<file path="src/rtl/query_cmd_tx.sv">
// EPC Gen2 inventory command serialiser.
// Builds Query / QueryRep / QueryAdjust frames and shifts them out MSB-first
// over a valid/ready handshake. Query frames get a CRC-5 appended.
module query_cmd_tx #(
  parameter logic [4:0] CRC_PRESET = 5'b01001,
  parameter int         MAX_BITS   = 22
) (
  input  logic       clk,
  input  logic       rst,
  input  logic       start,
  input  logic [1:0] cmd,
  input  logic       dr,
  input  logic [1:0] m,
  input  logic       trext,
  input  logic [1:0] sel,
  input  logic [1:0] session,
  input  logic       target,
  input  logic [3:0] q,
  input  logic [2:0] updn,
  output logic       out_dat,
  output logic       out_vld,
  input  logic       out_rdy,
  output logic       out_last,
  output logic       busy,
  output logic       done,
  output logic       err
);

  localparam int CNT_W = $clog2(MAX_BITS + 1);

  typedef enum logic [1:0] {IDLE, PAYLOAD, CRC, DONE} state_t;

  state_t               state;
  logic [MAX_BITS-1:0]  sr;         // bits still to be presented after out_dat
  logic [CNT_W-1:0]     cnt;        // bits remaining in current section, incl. out_dat
  logic [4:0]           crc;
  logic                 is_query;

  logic                 xfer;
  logic                 inv;
  logic [4:0]           crc_next;
  logic [CNT_W-1:0]     cnt_dec;
  logic [MAX_BITS-1:0]  frame;
  logic [CNT_W-1:0]     frame_len;

  assign xfer     = out_vld & out_rdy;
  assign inv      = out_dat ^ crc[4];
  assign crc_next = {crc[3], crc[2] ^ inv, crc[1], crc[0], inv};
  // Saturate at zero so a stray decrement can never wrap the counter.
  assign cnt_dec  = (cnt == '0) ? cnt : cnt - CNT_W'(1);

  // Assemble the payload left-aligned in the shift register width.
  always_comb begin
    frame     = '0;
    frame_len = '0;
    case (cmd)
      2'b00: begin
        frame[MAX_BITS-1 -: 17] = {4'b1000, dr, m, trext, sel, session, target, q};
        frame_len               = CNT_W'(17);
      end
      2'b01: begin
        frame[MAX_BITS-1 -: 4] = {2'b00, session};
        frame_len              = CNT_W'(4);
      end
      2'b10: begin
        frame[MAX_BITS-1 -: 9] = {4'b1001, session, updn};
        frame_len              = CNT_W'(9);
      end
      default: begin
        frame     = '0;
        frame_len = '0;
      end
    endcase
  end

  // Frame sequencer: latch on start, shift payload, then CRC, then one DONE cycle.
  always_ff @(posedge clk) begin
    if (rst) begin
      state    <= IDLE;
      sr       <= '0;
      cnt      <= '0;
      crc      <= CRC_PRESET;
      is_query <= 1'b0;
      out_dat  <= 1'b0;
      out_vld  <= 1'b0;
      out_last <= 1'b0;
      busy     <= 1'b0;
      done     <= 1'b0;
      err      <= 1'b0;
    end else begin
      done <= 1'b0;
      err  <= 1'b0;
      case (state)
        IDLE: begin
          if (start) begin
            if (cmd == 2'b11) begin
              err <= 1'b1;
            end else begin
              sr       <= {frame[MAX_BITS-2:0], 1'b0};
              out_dat  <= frame[MAX_BITS-1];
              cnt      <= frame_len;
              crc      <= CRC_PRESET;
              is_query <= (cmd == 2'b00);
              out_vld  <= 1'b1;
              out_last <= 1'b0;
              busy     <= 1'b1;
              state    <= PAYLOAD;
            end
          end
        end

        PAYLOAD: begin
          if (xfer) begin
            if (is_query) crc <= crc_next;
            if (cnt <= CNT_W'(1)) begin
              if (is_query) begin
                // First CRC bit comes from the register value after the last payload update.
                out_dat  <= crc_next[4];
                cnt      <= CNT_W'(5);
                out_last <= 1'b0;
                state    <= CRC;
              end else begin
                out_dat  <= 1'b0;
                out_vld  <= 1'b0;
                out_last <= 1'b0;
                busy     <= 1'b0;
                done     <= 1'b1;
                state    <= DONE;
              end
            end else begin
              out_dat  <= sr[MAX_BITS-1];
              sr       <= {sr[MAX_BITS-2:0], 1'b0};
              cnt      <= cnt_dec;
              out_last <= !is_query && (cnt == CNT_W'(2));
            end
          end
        end

        CRC: begin
          if (xfer) begin
            crc <= {crc[3:0], 1'b0};
            if (cnt <= CNT_W'(1)) begin
              out_dat  <= 1'b0;
              out_vld  <= 1'b0;
              out_last <= 1'b0;
              busy     <= 1'b0;
              done     <= 1'b1;
              state    <= DONE;
            end else begin
              out_dat  <= crc[3];
              cnt      <= cnt_dec;
              out_last <= (cnt == CNT_W'(2));
            end
          end
        end

        DONE: begin
          state <= IDLE;
        end

        default: begin
          state <= IDLE;
        end
      endcase
    end
  end

endmodule

</file>
<file path="config.mk">
export PLATFORM = sky130hd
export DESIGN_NAME = query_cmd_tx
export DESIGN_NICKNAME = d
export VERILOG_FILES = /design/src/rtl/query_cmd_tx.sv
export SDC_FILE = /design/constraint.sdc
export NUM_CORES = 1
export LEC_CHECK = 0
export CAP_MARGIN = 40
export CORE_MARGIN = 1.5
export CORE_UTILIZATION = 35
export CTS_CLUSTER_SIZE = 10
export DETAILED_ROUTE_END_ITERATION = 8
export REMOVE_ABC_BUFFERS = 1
export SYNTH_ARGS = -nofsm -noshare
export SYNTH_HDL_FRONTEND = slang
export SYNTH_SLANG_ARGS = --single-unit
</file>
<file path="constraint.sdc">
create_clock -name clk -period 2 [get_ports clk]
set_input_delay 0.5 -clock clk [delete_from_list [all_inputs] [get_ports clk]]
set_output_delay 0.5 -clock clk [all_outputs]
set_load 0.02 [all_outputs]
</file>
# ---- Yosys cells after proc, flatten, opt, wreduce, memory -nomap -nowiden
# Index checks and enable logic that the tools add are counted.
dict set report classes {
  reduce_logical 15
  add_sub_neg 1
  bitwise_logic 6
  n_div 0
  n_shift 0
  eq_ne 18
  magnitude_cmp 1
  n_mul 0
  n_mux 62
}
# operator n
set ops {}
lappend ops {{$mux W22} 4}
lappend ops {{$mux W5} 13}
lappend ops {{$pmux W5 S3} 3}
lappend ops {{$pmux W22 S2} 1}
lappend ops {{$mux W1} 27}
lappend ops {{$ne A2 B2 Y1 const B} 10}
lappend ops {{$mux W2} 6}
lappend ops {{$pmux W4 S3} 1}
lappend ops {{$reduce_and A6 Y1} 2}
lappend ops {{$pmux W5 S2} 1}
lappend ops {{$reduce_and A5 Y1} 2}
lappend ops {{$pmux W1 S3} 3}
lappend ops {{$eq A2 B2 Y1 const B} 4}
lappend ops {{$mux W8} 1}
lappend ops {{$pmux W2 S4} 1}
lappend ops {{$reduce_and A8 Y1} 1}
lappend ops {{$reduce_and A7 Y1} 1}
lappend ops {{$eq A5 B2 Y1 const B} 1}
lappend ops {{$le A5 B1 Y1 const B} 1}
lappend ops {{$logic_not A5 Y1} 1}
lappend ops {{$sub A5 B1 Y5 const B} 1}
lappend ops {{$eq A2 B1 Y1 const B} 2}
lappend ops {{$logic_not A2 Y1} 2}
lappend ops {{$ne A3 B3 Y1 const B} 1}
lappend ops {{10 further kinds} 13}
dict set report totals {
  mem_bits_ro 0
  mem_count 0
  ram_bits 0
  out_inout_bits 6
  latch_bits 0
  regBits 40
}

# ---- Longest topological paths before layout
# Gate-level depths: netlist of the first run.
dict set report depth {
  depth_word 5
  ltp_mapped 9
}

# ---- Worst setup path after synthesis of the first run
# OpenSTA, ideal clock, no wires.
dict set report synth_timing {
  kind {reg2reg}
  start {reg state[1]}
  end {reg busy}
  arrival_time_ns 1.828
  path_stages_with_launch 8
  setup_slack_ns 0.052
  setup_ns 0.121
  path_cell_list {dfxtp_1 inv_1 ha_1 a2bb2oi_1 a211o_1 buf_6 a221oi_1 mux2_2}
}
dict set report synth_via {
  elab_chain_len 3
  word_cells_on_any_way 13
  cone_classes {9 x eq/ne; 1 x mux; 3 x reduce/logical}
}
# item line_no
set synth_rtl {}
lappend synth_rtl {{from (decl)} 33} ;# state_t state;
lappend synth_rtl {{from (signal assigned)} 79} ;# state <= IDLE;
lappend synth_rtl {{from (signal assigned)} 107} ;# state <= PAYLOAD;
lappend synth_rtl {{from (signal assigned)} 121} ;# state <= CRC;
lappend synth_rtl {{$eq A2 B1 Y1 (tied with other cells)} 93} ;# case (state)
lappend synth_rtl {{$ne A2 B2 Y1 (no line) or $reduce_bool A3 Y1 (tied branches)} -}
lappend synth_rtl {{$reduce_and A8 Y1 (no line)} -}
lappend synth_rtl {{to (signal assigned)} 87} ;# busy <= 1'b0;
lappend synth_rtl {{to (signal assigned)} 106} ;# busy <= 1'b1;
lappend synth_rtl {{to (signal assigned)} 126} ;# busy <= 1'b0;
lappend synth_rtl {{to (decl)} 24} ;# output logic busy,
# Several ways; a longest one is shown, not always the timed one.
# A chain may end at the register's enable or synchronous reset.

# ---- Final worst setup path of the first run
dict set report layout_timing {
  start {reg state[1]}
  end {reg crc[0]}
}
dict set report layout_via {
  elab_chain_len 3
  word_cells_on_any_way 11
  cone_classes {7 x eq/ne; 1 x mux; 3 x reduce/logical}
}
# item line_no
set layout_rtl {}
lappend layout_rtl {{$eq A2 B1 Y1 (tied with other cells)} 93}
lappend layout_rtl {{$ne A2 B2 Y1 (no line) or $reduce_bool A3 Y1 (tied branches)} -}
lappend layout_rtl {{$reduce_and A6 Y1 (no line)} -}
lappend layout_rtl {{to (signal assigned)} 114} ;# if (is_query) crc <= crc_next;
lappend layout_rtl {{to (signal assigned)} 141} ;# crc <= {crc[3:0], 1'b0};
lappend layout_rtl {{to (decl)} 36} ;# logic [4:0] crc;
# Several ways; a longest one is shown, not always the timed one.

==> results of run 1 <==
[state kept, by name, indices dropped and copies added, names as in the netlist]
register / cells
crc: 5
cnt: 5
out_last: 1
sr: 16
busy: 1
done: 1
is_query: 1
out_dat: 1
err: 1
state: 2
[cells in the final DEF (no fill, tap or decap), drive strengths merged, types with 2 or more instances in the layout]
master,instances
buf,47
mux2i,6
nor2b,4
nor4,14
a21oi,13
dfxtp,34
or4,2
nor4b,2
a31oi,15
nand2b,3
a211oi,4
o31ai,3
a211o,3
ha,9
inv,8
xnor2,3
nor3,20
o21ai,13
clkdlybuf4s50,24
a21o,2
or2,2
dlymetal6s2s,2
nand2,14
o32ai,3
nand3,7
a32oi,2
nor2,13
a221oi,2
a311oi,5
nand4,2
a22o,7
clkbuf,7
o211ai,2
or3,4
[stage by stage]
stage | setup slack (ns) | instances | total power, mW
6_report | 0.0796 | 393 | 5.10
5_1_grt | -0.0501 | 393 | 5.49
4_1_cts | 0.00965 | 393 | 4.98
3_5_place_dp | -0.355 | 384 | 4.39
3_3_place_gp | -0.342 | 384 | 4.38
2_1_floorplan | -0.454 | 236 | 3.01
[logic make-up (layout without fill, tap and decap cells)]
logic type	after synthesis	in the layout
flops	34	34
buf+inv	31	90
mux	7	7
simple gates	90	90
compound gates	85	85
xor+xnor	3	3
fa+ha+maj	9	9
[cell usage after synthesis, types with 5 or more instances]
master,n,area [sq um]
nor4_1,14,87.6
nand2_1,14,52.6
a22o_1,7,61.3
a31oi_1,15,93.8
clkbuf_1,12,45.0
nor2_1,13,48.8
mux2i_1,6,60.1
dfxtp_1,34,681
nand3_1,7,35.0
inv_1,8,30.0
a311oi_1,5,43.8
a21oi_1,13,65.1
ha_1,9,113
nor3_1,18,90.1
o21ai_0,13,65.1
[report_power, final]
group / internal, mW / total [mW] / switching, mW
registers: 0.928 / 1.08 / 0.155
clock network: 0.278 / 0.559 / 0.280
logic: 1.64 / 3.46 / 1.82
total: 2.84 / 5.10 / 2.26
[critical path, cell delays in order, from the launching register on]
cell and delay (ns):
dfxtp_2 0.33, inv_1 0.05, ha_2 0.18, buf_4 0.14
nor2b_1 0.13, buf_4 0.17, a2111oi_4 0.45, nor2b_1 0.09
a211o_1 0.27
[final cells by class]
class | instances | share of cell area (%)
Timing Repair Buffer | 74 | 22.5
Multi-Input combinational cell | 194 | 46.4
Clock inverter | 1 | 0.173
Sequential cell | 34 | 23.6
Inverter | 8 | 1.04
Clock buffer | 7 | 2.98
Tap cell | 75 | 3.24
[layer usage]
layer / part of all wire [%] / track usage, %
met5: 0 / 0
met4: 1.5 / 8.97
met3: 5.9 / 3.71
met2: 46 / 33.2
met1: 46 / 25.0
[path summary, 6_finish.rpt]
path | start | to | slack [ns] | cells after the start
hold / removal | crc[1] | crc[2] | 0.47 | 2
setup / recovery | state[1] | crc[0] | 0.08 | 8
setup reg to reg | state[1] | crc[0] | 0.08 | 8
hold reg to reg | crc[1] | crc[2] | 0.47 | 2
[repair_timing]
action / in CTS / in global routing
pin swaps: 1 / 2
resized for setup: 1 / 10
endpoints found under the setup margin: 4 / 8
setup buffers: 1 / 0
==> impl_metrics.env, run 1 <==
export IMPL_muxShareOfSynthArea_pct=3.35
export IMPL_detailed_place_hpwl_um=4290
export IMPL_rows=28
export IMPL_start_util_pct=36.2
export IMPL_crit_arrival_ns=2.11
export IMPL_drc=0
export IMPL_fin_area_sq_um=2890
export IMPL_syn_avg_cell_area_sq_um=8.23
export IMPL_cts_buffer_depth=2
export IMPL_insertion_delay_ns=0.29
export IMPL_period_needed_ns=1.92
export IMPL_seq_area_sq_um=683
export IMPL_hold_ws_ns=0.473
export IMPL_crit_path_end_kind="flop"
export IMPL_fillCellCount=585
export IMPL_grt_usage_pct=20.0
export IMPL_utilization_pct=49.1
export IMPL_portBuffers=27
export IMPL_grt_pass1_vias=2136
export IMPL_seq_area_frac_synth_pct=31.9
export IMPL_p_leak_nw=1.12
export IMPL_syn_inst=259
export IMPL_syn_area_sq_um=2130
export IMPL_ys_async_sr_fraction_pct=0
export IMPL_final_setup_tns_ns=0
export IMPL_clk_pin_slew_ns=0.07
export IMPL_synth_top_family_by_area="compound AO/OA/AOI/OAI gates"
export IMPL_fin_crit_sh_pct=96.0
export IMPL_fin_nets=348
export IMPL_vias=2252
export IMPL_drt_wirelength_per_cell_um=15.4
export IMPL_ys_types=51
export IMPL_fp_dieH_um=81.1
export IMPL_tightest_slew_ns=0.454
export IMPL_critPathLaunchType="flop"
export IMPL_grt_pass1_wl_um=10000
export IMPL_ctsHoldBuffers=0
export IMPL_critPathMaxFanout=6
export IMPL_first_iter_violations=147
export IMPL_hold_viol=0
export IMPL_peakVddDrop_uv=762
export IMPL_skew_ns=0.00364
export IMPL_synth_simple_area_share_pct=22.7
export IMPL_routabilityCongestion=0.852
export IMPL_rsz0062_at_grt="true"
export IMPL_first_pass_iters=5
export IMPL_h_tree_depth=2
export IMPL_max_freq_mhz=521
export IMPL_die_area_sq_um=6570
export IMPL_status="completed"
export IMPL_antenna_found_initial=0
export IMPL_worstHoldPathType="flop to flop"
export IMPL_maxCapViolations=0
export IMPL_cts_buffers=5
export IMPL_synth_warnings=0
export IMPL_synth_edff_count=0
export IMPL_core_sq_um=5890
export IMPL_synth_compound_area_share_pct=29.2
export IMPL_dpl_cell_area_sq_um=2760
export IMPL_setup_viol=0
export IMPL_ios=28
export IMPL_slew_headroom_pct=69.3
export IMPL_antenna_cells=0
export IMPL_viasPerCell=5.73
export IMPL_synth_seq_cells=34
export IMPL_synth_flop_cell="dfxtp_1"
export IMPL_wl_um=6070
export IMPL_criticalPathCategory="flop to flop"
export IMPL_synthXorXnorAreaFrac_pct=1.23
export IMPL_root_buffer="clkbuf_8"
export IMPL_synthAdderAreaFrac_pct=5.28
export IMPL_clock_sinks=34
export IMPL_powerDensity_nw_per_um2=1760
export IMPL_ant_nets=0
export IMPL_multi_input_area_sq_um=1340
export IMPL_die_x_um=81.1
export IMPL_drive_gt1_share_pct=22.3
export IMPL_required_ns=2.19
export IMPL_grt_max_degree=26
export IMPL_tritoncts="built"
export IMPL_gr_total_overflow=0
export IMPL_finalMaxSlewViolations=0
export IMPL_areaGrowthSynthToFinish_pct=35.7
No activity file was read; power rests on OpenSTA's default activity.
==> run 2: changes to the inputs <==
- GPL_ROUTABILITY_DRIVEN: default -> 1
- HOLD_SLACK_MARGIN: default -> 0.06
==> results of run 2 <==
No change in the layout: final DEF, timing and power equal those of run 1.
==> RTL edit 1 (settings of run 1) <==
Encoding of `state_t`: now one-hot (4 bits for 4 states).
--- a/src/rtl/query_cmd_tx.sv
+++ b/src/rtl/query_cmd_tx.sv
@@ -28,7 +28,7 @@
 
   localparam int CNT_W = $clog2(MAX_BITS + 1);
 
-  typedef enum logic [1:0] {IDLE, PAYLOAD, CRC, DONE} state_t;
+  typedef enum logic [3:0] {IDLE = 4'b0001, PAYLOAD = 4'b0010, CRC = 4'b0100, DONE = 4'b1000} state_t;
 
   state_t               state;
   logic [MAX_BITS-1:0]  sr;         // bits still to be presented after out_dat
Formal check against the unedited RTL: no difference found for any inputs over 10 cycles, from zero or initial values and one cycle with rst high; not proved beyond that.
==> RTL edit 1 against run 1 <==
  * Sequential cell count grew 2
  * Routed wire length fell by 18%
  * Via count fell by 16%
  * Fmax rose by 1.4%
  * Count of clock-buffer cells in the layout decreased by 1
  * Final area decreased by 4.8%
  * Setup slack better by 27 ps
  * Area after synthesis shrank 1.8%
  * Critical endpoint is now sr[11]$_SDFFE_PP0P_
Power is not compared: it rests on default switching activity, and its combinational part moved more than twofold at a synthesized area within 25%.
==> RTL edit 1: results (changes against run 1) <==
Setup path
  • CP delay by family, top: simple AND/OR/NAND/NOR gates
  • Worst r2r src: state[3]$_SDFFE_PP0P_
  • WP data arrival: 2090 ps (-20 ps)
  • R2R Path End: sr[11]$_SDFFE_PP0P_
  • CP Max Fanout: 16 (+10)

Min path
  • Min-delay src: sr[20]$_SDFFE_PP0P_

Placement
  • Pre-CTS WS: -94.3 ps (+261 ps)

Synth
  • Post-Synth Adder-Cell Area: 0.0239 (-0.0289)
  • Synth unique cells: 55 (+7.8%)
  • Cell area after synthesis: 0.00209 sq mm (-1.8%)
  • Synth Area in XOR/XNOR: 0.0126 (+0.000228)
  • Mean post-synth cell area: 8.54 sq um (+3.8%)
  • Mux cell area share after synthesis: 0.0526 (+0.0191)
  • Post-synthesis compound-gate area fraction: 0.251 (-0.0406)

Layout
  • Nets: 320 (-8.0%)
  • Design area: 0.00275 sq mm (-4.8%)
  • Clock Network Area Fraction: 0.0391 (+0.00750)
  • Multi-input gate area: 0.00127 sq mm (-5.5%)
  • Buffer share of cell area: 0.196 (-0.0291)
  • Plain + repair buffers: 58 (-22%)
  • Sequential cells: 36 (+5.9%)
  • Sequential cell area share: 0.263 (+0.0269)
  • Non-clock inverter count: 6 (-2)

Drt
  • Final wirelength: 4.95 mm (-18%)
  • Vias: 1,897 (-16%)
  • Drt pass-1 iters: 4 (-1)
  • Metal-1 WL: 2.42 mm (-14%)

Global routing
  • Pin count of the biggest net entering global routing: 37 (+42%)
  • Global-route wire length before repair: 8.31 mm (-17%)
  • Met1 usage: 0.223 (-0.0262)
  • Grt met3 use: 0.0386 (+0.00156)

Run status
  • Status: completed

Timing
  • Clk_skew: 8.01 ps (+4.37 ps)
  • Worst hold slack: 474 ps (+0.560 ps)
[RTL edit 1: what timing repair did]
action                     in CTS  in global routing
setup endpoints to repair       0                  6
buffers inserted                0                  3
resized for setup               0                  4
[RTL edit 1: how the worst max path moves through the flow]
stage                                endpoint                  start  slack (ps)  cells after the start
final                     sr[11]$_SDFFE_PP0P_  state[3]$_SDFFE_PP0P_         110                      5
after global routing       sr[7]$_SDFFE_PP0P_  state[2]$_SDFFE_PP0P_           6                      5
after CTS                 sr[11]$_SDFFE_PP0P_    cnt[1]$_SDFFE_PP0P_          90                      8
after detailed placement    busy$_SDFFE_PP0P_                out_rdy         -90                      6
after global placement      busy$_SDFFE_PP0P_                out_rdy         -90                      6
after floorplan           sr[10]$_SDFFE_PP0P_  state[1]$_SDFFE_PP0P_        -310                      4
[RTL edit 1: report_power, final]
group	total, mW	internal [mW]	switching [mW]
logic	0.404	0.204	0.201
clock network	0.633	0.370	0.263
registers	0.790	0.757	0.0331
==> RTL edit 2 (config.mk and constraints of run 1) <==
Without the edit above. Set the parameter `MAX_BITS` to 44 (it was 22).
--- a/src/rtl/query_cmd_tx.sv
+++ b/src/rtl/query_cmd_tx.sv
@@ -3,7 +3,7 @@
 // over a valid/ready handshake. Query frames get a CRC-5 appended.
 module query_cmd_tx #(
   parameter logic [4:0] CRC_PRESET = 5'b01001,
-  parameter int         MAX_BITS   = 22
+  parameter int         MAX_BITS   = 44
 ) (
   input  logic       clk,
   input  logic       rst,
Check against the original RTL: same outputs for any inputs over 10 cycles, from zero or initial values and one cycle with rst high; that may be too few to reach the edited logic, so the function may still have changed.
==> RTL edit 2 against run 1 <==
  * Final area decreased by 7.7%
  * Die area decreased by 3.8%
  * Non-clock buffer count decreased by 18
  * Count of clock-buffer cells in the layout unchanged
  * Area after synthesis decreased by 3.9%
  * Fmax increased by 1.1%
  * Largest cell class unchanged
  * Sequential share of layout area increased by 2.7 points
  * Clock skew increased by 3.5 ps
  * Setup slack improved by 20 ps
  * Sequential cell count increased by 1
  * Routed wire length decreased by 18%
  * Power decreased by 20%
==> RTL edit 2: results (changes against run 1) <==
Placement
  • Hpwl dp: 3.70 mm (-14%)
  • Final GP Congestion: 0.784 (-8.0%)

Layout
  • Non-clock inverter count: 4 (-4)
  • Buffer share of cell area: 0.192 (-0.0331)
  • Layout cells sized above 1: 0.196 (-0.0274)
  • Clock Network Area Fraction: 0.0305 (-0.00110)
  • Plain + repair buffers: 56 (-24%)
  • Sequential cells: 35 (+2.9%)
  • Final Non-Filler Cells: 363 (-7.6%)
  • Multi-input gate area: 0.00127 sq mm (-5.6%)
  • Nets: 321 (-7.8%)

Setup path
  • R2R Path End: cnt[3]$_SDFFE_PP0P_
  • Slowest cell on the critical path: clkdlybuf4s50_1
  • Worst Setup SP: start
  • Worst r2r src: state[0]$_SDFFE_PP0P_

Pwr
  • Power Combinational: 2.46 mW (-29%)
  • Peak VDD IR: 0.000868 V (+14%)
  • Flop pwr share: 0.270 (+0.058)

Synth
  • Post-synthesis compound-gate area fraction: 0.273 (-0.0186)
  • Synth unique cells: 55 (+7.8%)
  • Seq/Total Area, Yosys: 0.342 (+0.0228)
  • Post-Synth Adder-Cell Area: 0.0550 (+0.00216)
  • Top cells by area, synth: dfxtp_1 (34%), nor2_1 (5.7%), ha_1 (5.5%), a211oi_1 (5.1%), a22oi_1 (4.8%)

Clock tree
  • Postcts setup bufs: 0 (-1)

Timing
  • Clk_skew: 7.13 ps (+3.49 ps)
  • Slew Limit Headroom: 0.766 (+0.0732)
  • Fin crit period: 1900 ps (-20.5 ps)

Drt
  • Final wirelength: 4.99 mm (-18%)

Global routing
  • Pin count of the biggest net entering global routing: 31 (+19%)

Min path
  • Worst hold endpoint: crc[1]$_SDFFE_PP0P_

Run status
  • Status: completed
==> RTL edit 2: cell types whose count changed in the layout (fill, tap and decap cells not counted), moves of 5 or more <==
cell / before / now
a211oi_1: 4 / 14
a21oi_1: 12 / 18
a22o_1: 7 / 0
a22oi_1: 1 / 13
a31oi_1: 15 / 1
buf_4: 45 / 27
mux2_2: 1 / 6
nor2_1: 13 / 30
nor3_1: 18 / 6
nor4_1: 14 / 0
o21ai_0: 13 / 6
==> RTL edit 2: metrics by stage <==
stage / setup TNS [ps] / cell area, sq um / power (mW)
floorplan: -12460 / 1960 / 2.58
global placement: -3960 / 2570 / 3.49
detailed placement: -4990 / 2570 / 3.52
CTS: 0 / 2660 / 4.06
global route: -2.31 / 2670 / 4.39
finish: 0 / 2670 / 4.06
==> RTL edit 2: metal layers <==
layer,part of all wire,up-vias,track usage
met4,0.0086,0,0.0667
met2,0.46,48,0.269
met1,0.48,879,0.221
met5,0,-,0
met3,0.056,5,0.0400
li1,-,988,-
